### src/rtl/rtype_issue_unit.sv
// R-type issuer: encodes symbolic requests, queues them in a small FIFO,
// drives one word per cycle to the core and captures its result as a writeback record.
module rtype_issue_unit #(
    parameter int DEPTH = 4
) (
    input  logic                       clk,
    input  logic                       rst,
    input  logic                       req_valid,
    output logic                       req_ready,
    input  logic [3:0]                 req_op,
    input  logic [4:0]                 req_rs,
    input  logic [4:0]                 req_rt,
    input  logic [4:0]                 req_rd,
    input  logic [4:0]                 req_shamt,
    output logic                       req_err,
    input  logic                       stall,
    output logic [31:0]                instruction,
    output logic                       issue_valid,
    input  logic [31:0]                core_result,
    output logic                       wb_valid,
    output logic [4:0]                 wb_rd,
    output logic [31:0]                wb_data,
    output logic [$clog2(DEPTH+1)-1:0] count
);

    localparam int AW = $clog2(DEPTH);
    localparam int CW = $clog2(DEPTH+1);
    localparam logic [CW-1:0] FULL = CW'(DEPTH);

    logic [31:0]   mem [DEPTH];
    logic [AW-1:0] wr_ptr;
    logic [AW-1:0] rd_ptr;

    logic [5:0]  funct;
    logic        legal;
    logic        shift;
    logic [31:0] enc;
    logic        accept;
    logic        push;
    logic        pop;

    always_comb begin
        funct = 6'h00;
        legal = 1'b1;
        shift = 1'b0;
        unique case (req_op)
            4'd0:  funct = 6'h20;
            4'd1:  funct = 6'h21;
            4'd2:  funct = 6'h22;
            4'd3:  funct = 6'h23;
            4'd4:  funct = 6'h24;
            4'd5:  funct = 6'h25;
            4'd6:  funct = 6'h2A;
            4'd7:  funct = 6'h2B;
            4'd8:  begin funct = 6'h00; shift = 1'b1; end
            4'd9:  begin funct = 6'h02; shift = 1'b1; end
            4'd10: begin funct = 6'h03; shift = 1'b1; end
            default: legal = 1'b0;
        endcase
    end

    // Shifts carry no rs operand; non-shifts carry no shift amount.
    assign enc = {6'b000000,
                  shift ? 5'd0 : req_rs,
                  req_rt,
                  req_rd,
                  shift ? req_shamt : 5'd0,
                  funct};

    assign req_ready = (count < FULL) && !rst;
    assign accept    = req_valid && req_ready;
    assign push      = accept && legal;
    assign pop       = (count != '0) && !stall;

    always_ff @(posedge clk) begin
        if (push) begin
            mem[wr_ptr] <= enc;
        end
    end

    always_ff @(posedge clk or posedge rst) begin
        if (rst) begin
            wr_ptr      <= '0;
            rd_ptr      <= '0;
            count       <= '0;
            req_err     <= 1'b0;
            instruction <= 32'h0;
            issue_valid <= 1'b0;
            wb_valid    <= 1'b0;
            wb_rd       <= 5'd0;
            wb_data     <= 32'h0;
        end else begin
            req_err <= accept && !legal;

            if (push) begin
                wr_ptr <= wr_ptr + 1'b1;
            end
            if (pop) begin
                rd_ptr <= rd_ptr + 1'b1;
            end
            case ({push, pop})
                2'b10:   count <= count + 1'b1;
                2'b01:   count <= count - 1'b1;
                default: count <= count;
            endcase

            if (pop) begin
                instruction <= mem[rd_ptr];
                issue_valid <= 1'b1;
            end else begin
                instruction <= 32'h0;
                issue_valid <= 1'b0;
            end

            if (issue_valid) begin
                wb_valid <= 1'b1;
                wb_rd    <= instruction[15:11];
                wb_data  <= core_result;
            end else begin
                wb_valid <= 1'b0;
            end
        end
    end

endmodule

### config.mk
export PLATFORM = sky130hd
export DESIGN_NAME = rtype_issue_unit
export DESIGN_NICKNAME = d
export VERILOG_FILES = /design/src/rtl/rtype_issue_unit.sv
export SDC_FILE = /design/constraint.sdc
export NUM_CORES = 1
export LEC_CHECK = 0
export ABC_CLOCK_PERIOD_IN_PS = 2900
export BUFFER_PORTS_ARGS = -buffer_cell sky130_fd_sc_hd__buf_4
export CORE_MARGIN = 3
export CORE_UTILIZATION = 37
export DETAILED_ROUTE_END_ITERATION = 12
export PLACE_DENSITY_LB_ADDON = 0.05
export SLEW_MARGIN = 20
export SYNTH_ARGS = -nofsm -noshare
export SYNTH_HDL_FRONTEND = slang
export SYNTH_SLANG_ARGS = --single-unit
### constraint.sdc
create_clock -name clk -period 2.9 [get_ports clk]
set_input_delay 0 -clock clk [delete_from_list [all_inputs] [get_ports clk]]
set_output_delay 0 -clock clk [all_outputs]
set_load 0.01 [all_outputs]
-- Word level (Yosys, flattened, before mapping)
Memories as Yosys holds them, arrays and structs flattened.
Index checks and enable logic that the tools add are counted.
- multiplexer cells: 11
- reductions and logical operators: 13
- add/sub/neg operators: 4
- equal/unequal tests: 12
- magnitude comparators: 1
- operator list (operator ; count):
    one-hot mux 6 bit (10 select lines) ; 1
    two-way mux 32 bit ; 1
    == test 4 x 3 -> 1 bit, second input constant ; 4
    == test 4 bit, second input constant ; 3
    OR reduction 11 bit ; 1
    two-way mux 5 bit ; 2
    == test 4 x 2 -> 1 bit, second input constant ; 2
    two-way mux 1 bit ; 6
    one-hot mux 3 bit (2 select lines) ; 1
    logical AND 1 bit ; 5
    adder 2 x 1 -> 2 bit, second input constant ; 2
    == test 4 x 1 -> 1 bit, second input constant ; 1
    logical NOT 4 bit ; 1
    adder 3 x 1 -> 3 bit, second input constant ; 1
    logical NOT 1 bit ; 3
    < comparator 3 bit, second input constant ; 1
    nonzero test 3 bit ; 1
    OR reduction 3 bit ; 1
    subtractor 3 x 1 -> 3 bit, second input constant ; 1
    == test 2 x 1 -> 1 bit, second input constant ; 1
    == test 2 bit, second input constant ; 1
    nonzero test 2 bit ; 1
- input port bits: 60
- memories: 1
- bits in registers: 79
- memory bits (writable): 104
- memories (name ; words ; width ; read ports ; clocked after memory_dff ; wr ports ; RTL line ; text):
    mem ; 4 ; 26 ; 1 ; 0 ; 1 ; 30 ; logic [31:0] mem [DEPTH];

-- Depth between registers and ports, before layout
- depth in word-level cells: 6
- depth in mapped cells: 10
- depth with buffers taken out: 8

-- Worst setup path after synthesis
Ideal clock, no wire load.
- kind: reg-to-reg
- start point: register count[0]
- end point: register count[2]
- period minus slack after synthesis: 2.225 ns
- slack: 0.675 ns
- stages on the path, launching flop included: 11
- arrival time: 2.096 ns
- cells stage by stage: dfrtp_1 > nor3_1 > or2_1 > clkbuf_4 > buf_8 > inv_1 > ha_1 > fa_1 > xnor2_1 > nor2_1 > xor2_1
- elaborated cells between the ends (all ways): 12
- RTL lines (item ; RTL line ; text):
    from (decl) ; 23 ; output logic [$clog2(DEPTH+1)-1:0] count
    from (signal assigned) ; 102 ; 2'b10: count <= count + 1'b1;
    from (signal assigned) ; 103 ; 2'b01: count <= count - 1'b1;
    from (signal assigned) ; 104 ; default: count <= count;
    nonzero test 3 bit * ; 73 ; assign pop = (count != '0) && !stall;
    logical AND 1 bit * ; 73 ;
    net pop ; 40 ; logic pop;
    == test 2 x 1 -> 1 bit / == test 2 bit (equally long branches) ; 101 ; case ({push, pop})
    one-hot mux 3 bit (2 select lines) / nonzero test 2 bit (equally long branches) ; - ;
Mark *: on every way through the listed nets, which the timed path passes. The rest lies on a longest branch.
A chain may end at the register's enable or synchronous reset.

-- Final worst setup path
- start point: register count[2]
- end point: register count[2]
- cells in the longest elaborated chain, start to end: 6
- elaborated cells between the ends (all ways): 12
- ends and longest elaborated chain (item ; RTL line ; text):
    < comparator 3 bit ; 70 ; assign req_ready = (count < FULL) && !rst;
    logical AND 1 bit ; 70 ;
    logical AND 1 bit ; 71 ; assign accept = req_valid && req_ready;
    logical AND 1 bit ; 72 ; assign push = accept && legal;
    == test 2 x 1 -> 1 bit / == test 2 bit (equally long branches) ; 101 ;
    one-hot mux 3 bit (2 select lines) / nonzero test 2 bit (equally long branches) ; - ;
Parallel ways exist; a longest one is shown, timed or not.

==> impl_metrics.env <==
export IMPL_run_status="finished clean"
export IMPL_count_of_state_elements_after_synthesis=172
export IMPL_skew_ns=0.00782
export IMPL_antenna_diode_count=0
export IMPL_totalPowerFinal_mw=7.81
export IMPL_p_seq_share_pct=42.9
export IMPL_layout_cells_non_filler=777
export IMPL_post_cts_buffers=0
export IMPL_p_clk_share_pct=29.8
export IMPL_share_of_total_power_consumed_by_net_switching_pct=26.4
export IMPL_dp_hpwl_um=8250
export IMPL_maximum_buffer_depth_of_the_clock_tree=2
export IMPL_p_comb_share_pct=27.3
export IMPL_totalNegativeSetupSlack_ns=0
export IMPL_drv_max_cap_violation_count=0
export IMPL_vias_per_cell=4.54
export IMPL_ios=136
export IMPL_timing_critical_path_fanout_max=7
export IMPL_drc_violation_count_after_routing=0
export IMPL_area_growth_pct=35.7
export IMPL_total_via_count_in_the_routed_design=3526
export IMPL_first_pass_grt_wire_length_um=20900
export IMPL_synth_distinct_cells=33
export IMPL_count_of_buffer_and_inverter_cells_on_the_critical_path=1
export IMPL_syn_area_per_cell_um2=19.9
export IMPL_power_report_internal_total_mw=5.75
export IMPL_crit_path_max_delay_family="adder cells"
export IMPL_place_inst=687
export IMPL_avgRoutedWirePerCell_um=17.0
export IMPL_worst_endpoint_required_ns=3.24
export IMPL_critical_path_endpoint_type="flop"
export IMPL_cts_resized_gates=0
export IMPL_htree_levels=4
export IMPL_totalWireLength_um=13200
export IMPL_port_buffer_count=128
export IMPL_peakVddDrop_mv=0.478
export IMPL_antenna_violating_nets_post_route=0
export IMPL_cp_start_kind="flop"
export IMPL_detailedRoute_firstIterationViolations=146
export IMPL_layout_nets=605
export IMPL_cts_tree="yes"
export IMPL_worst_setup_path_type="flop to flop"
export IMPL_root_buffer="clkbuf_16"
export IMPL_portion_of_the_post_synthesis_area_used_by_sequential_elements_pct=72.0
export IMPL_report_final_hold_viol_count=0
export IMPL_placement_rows=48
export IMPL_post_route_cells_drive_above_1_share_pct=44.7
export IMPL_clkTransAtPathRegs_ns=0.06
export IMPL_hp_class="input pin to flop"
export IMPL_detail_route_first_pass_iterations=4
export IMPL_finalCritPeriodShare_pct=77.5
export IMPL_worst_slew_margin_rel_pct=37.3
export IMPL_core_area_um2=17500
export IMPL_final_min_clock_period_ns=2.25
export IMPL_grt_pass1_vias=3840
export IMPL_grt_use_total_pct=13.9
export IMPL_die_height_um=140
export IMPL_cp_slowest_cell="dfrtp_1"
export IMPL_cp_slowest_stage_delay_ns=0.44
export IMPL_grt_max_degree=48
export IMPL_globalRoute_totalOverflow=0
export IMPL_fmax_mhz=445
export IMPL_synth_yosys_warnings=0
export IMPL_final_max_slew_violation_count=0
export IMPL_cts_buffers=17
export IMPL_tightestPinTransition_ns=0.941
export IMPL_full_die_area_um2=19700
export IMPL_effective_utilization_at_floorplan_pct=38.2
export IMPL_path_cells="or3b_4 -> a21oi_4 -> inv_1 -> ha_1 -> fa_1 -> xnor2_1 -> nor2_1 -> xor2_1"
export IMPL_globalplace_congestion=0.722
export IMPL_switchingPower_mw=2.06
export IMPL_power_density_cell_area_nw_per_um2=863
export IMPL_insertion_delay_ns=0.41
export IMPL_cts_sinks=172
export IMPL_cp_arrival_ns=2.59
export IMPL_synthesis_area_um2=6680
export IMPL_die_w_um=140
export IMPL_grt_setup_unrepaired="false"
export IMPL_grt_antenna_before_repair=0
export IMPL_power_leakage_nw=3.72
export IMPL_postSynthCellCount=335
export IMPL_setup_viol_count_final=0
==> cell usage after synthesis (all sizes together) <==
master  number  area, µm²
edfxtp     100       3000
dfrtp       72       1800
mux2        39        439
mux4        25        589
nor2b       25        292
buf         19        165
and2         9       56.3
and3         6       37.5
inv          6       22.5
nand2        6       22.5
ha           5       62.6
xnor2        4       35.0
nor2         3       11.3
nor3b        2       15.0
o21ai        2       10.0
xor2         2       17.5
a21o         1       7.51
a21oi        1       16.3
and2b        1       7.51
clkbuf       1       7.51
conb         1       3.75
fa           1       20.0
mux2i        1       10.0
nor3         1       5.00
or2          1       6.26
or3b         1       11.3
==> power by group through the flow <==
stage	logic (mW)	clock network [mW]	registers, mW
2_1_floorplan	1.28	0	3.42
3_3_place_gp	2.11	0	3.40
3_5_place_dp	2.12	0	3.41
4_1_cts	2.19	2.38	3.36
5_1_grt	2.31	2.48	3.42
6_report	2.13	2.32	3.35
==> cells in the final DEF, fill, tap and decap left out, types with 2 or more instances in the layout <==
cell and n:
buf_4 141, edfxtp_1 100, dfrtp_1 70, dlygate4sd3_1 58, mux2_2 38, mux4_2 18
nor2b_4 18, clkbuf_16 17, and2_1 9, mux4_1 7, nor2b_1 7, conb_1 7
and3_1 6, nand2_1 6, inv_1 5, ha_1 5, clkinv_1 5, clkinvlp_4 5
xnor2_1 4, bufinv_16 4, nor2_1 3, nor3b_1 2, o21ai_0 2, xor2_1 2
dfrtp_2 2
==> worst reg2reg max path: cells and delay by family (launching register included) <==
family / cells / cell delay (ns)
compound gates: 1 / 0.20
fa+ha+maj: 2 / 0.61
flops: 1 / 0.44
simple gates: 2 / 0.56
buf+inv: 1 / 0.07
xor+xnor: 2 / 0.28
==> area by class of cell <==
cell class              instances  area, µm²
fillers                      1460       8420
inverters                       6       23.8
well taps                     225        282
clock inverters                14        176
flip-flops and latches        172       4810
multi-input cells             143       1700
clock buffers                  18        429
repair buffers                199       1640
==> logic make-up after synthesis <==
family | count (synthesis) | share of synthesized area (%)
flip-flops | 172 | 72.0
multiplexers | 65 | 15.6
AND/OR/NAND/NOR | 55 | 6.95
buffers and inverters | 26 | 2.92
adder cells (fa/ha/maj) | 6 | 1.24
XOR/XNOR | 6 | 0.787
AO/OA/AOI/OAI | 4 | 0.506
other | 1 | 0.0562
==> routing by layer <==
metal | global-route usage [%] | part of all wire, % | vias up
met5 | 0 | 0 | -
met4 | 4.74 | 1.1 | 0
met3 | 3.65 | 6.0 | 9
met2 | 22.9 | 48 | 124
met1 | 18.0 | 44 | 1750
li1 | - | - | 1643
==> metrics by stage <==
| stage | utilization, % | area [µm²] | hold WS (ns) | worst slack [ns] |
|---|---|---|---|---|
| finish | 51.8 | 9050 | 0.0450 | 0.652 |
| global route | 51.8 | 9050 | 0.0403 | 0.540 |
| CTS | 51.8 | 9050 | 0.0240 | 0.627 |
| detailed placement | 45.0 | 7870 | 0.208 | 0.645 |
| global placement | 45.0 | 7870 | 0.203 | 0.702 |
| floorplan | - | 6700 | 0.0429 | 0.675 |
==> sequential cells by signal (all words and copies together), names as in the netlist <==
signal	cells
wr_ptr	2
mem	100
wb_valid	1
wb_data	32
instruction	25
count	3
issue_valid	1
wb_rd	5
rd_ptr	2
req_err	1
==> final timing paths <==
check | from | endpoint | slack (ns) | cells past startpoint
worst max register to register | count[2] | count[2] | 0.65 | 8
max in group asynchronous | rst | wb_data[5] | 1.71 | 4
worst min register to register | instruction[14] | wb_rd[3] | 0.51 | 1
worst max-delay path | count[2] | count[2] | 0.65 | 8
worst min-delay path | req_op[2] | mem[1][2] | 0.05 | 2
min in group asynchronous | rst | req_err | 0.31 | 3
==> timing repair <==
item,in CTS,in global routing
endpoints found under the setup margin,0,0
hold buffers,58,0
endpoints found under the hold margin,174,0
Note: power is estimated with default switching activity, not from simulation.
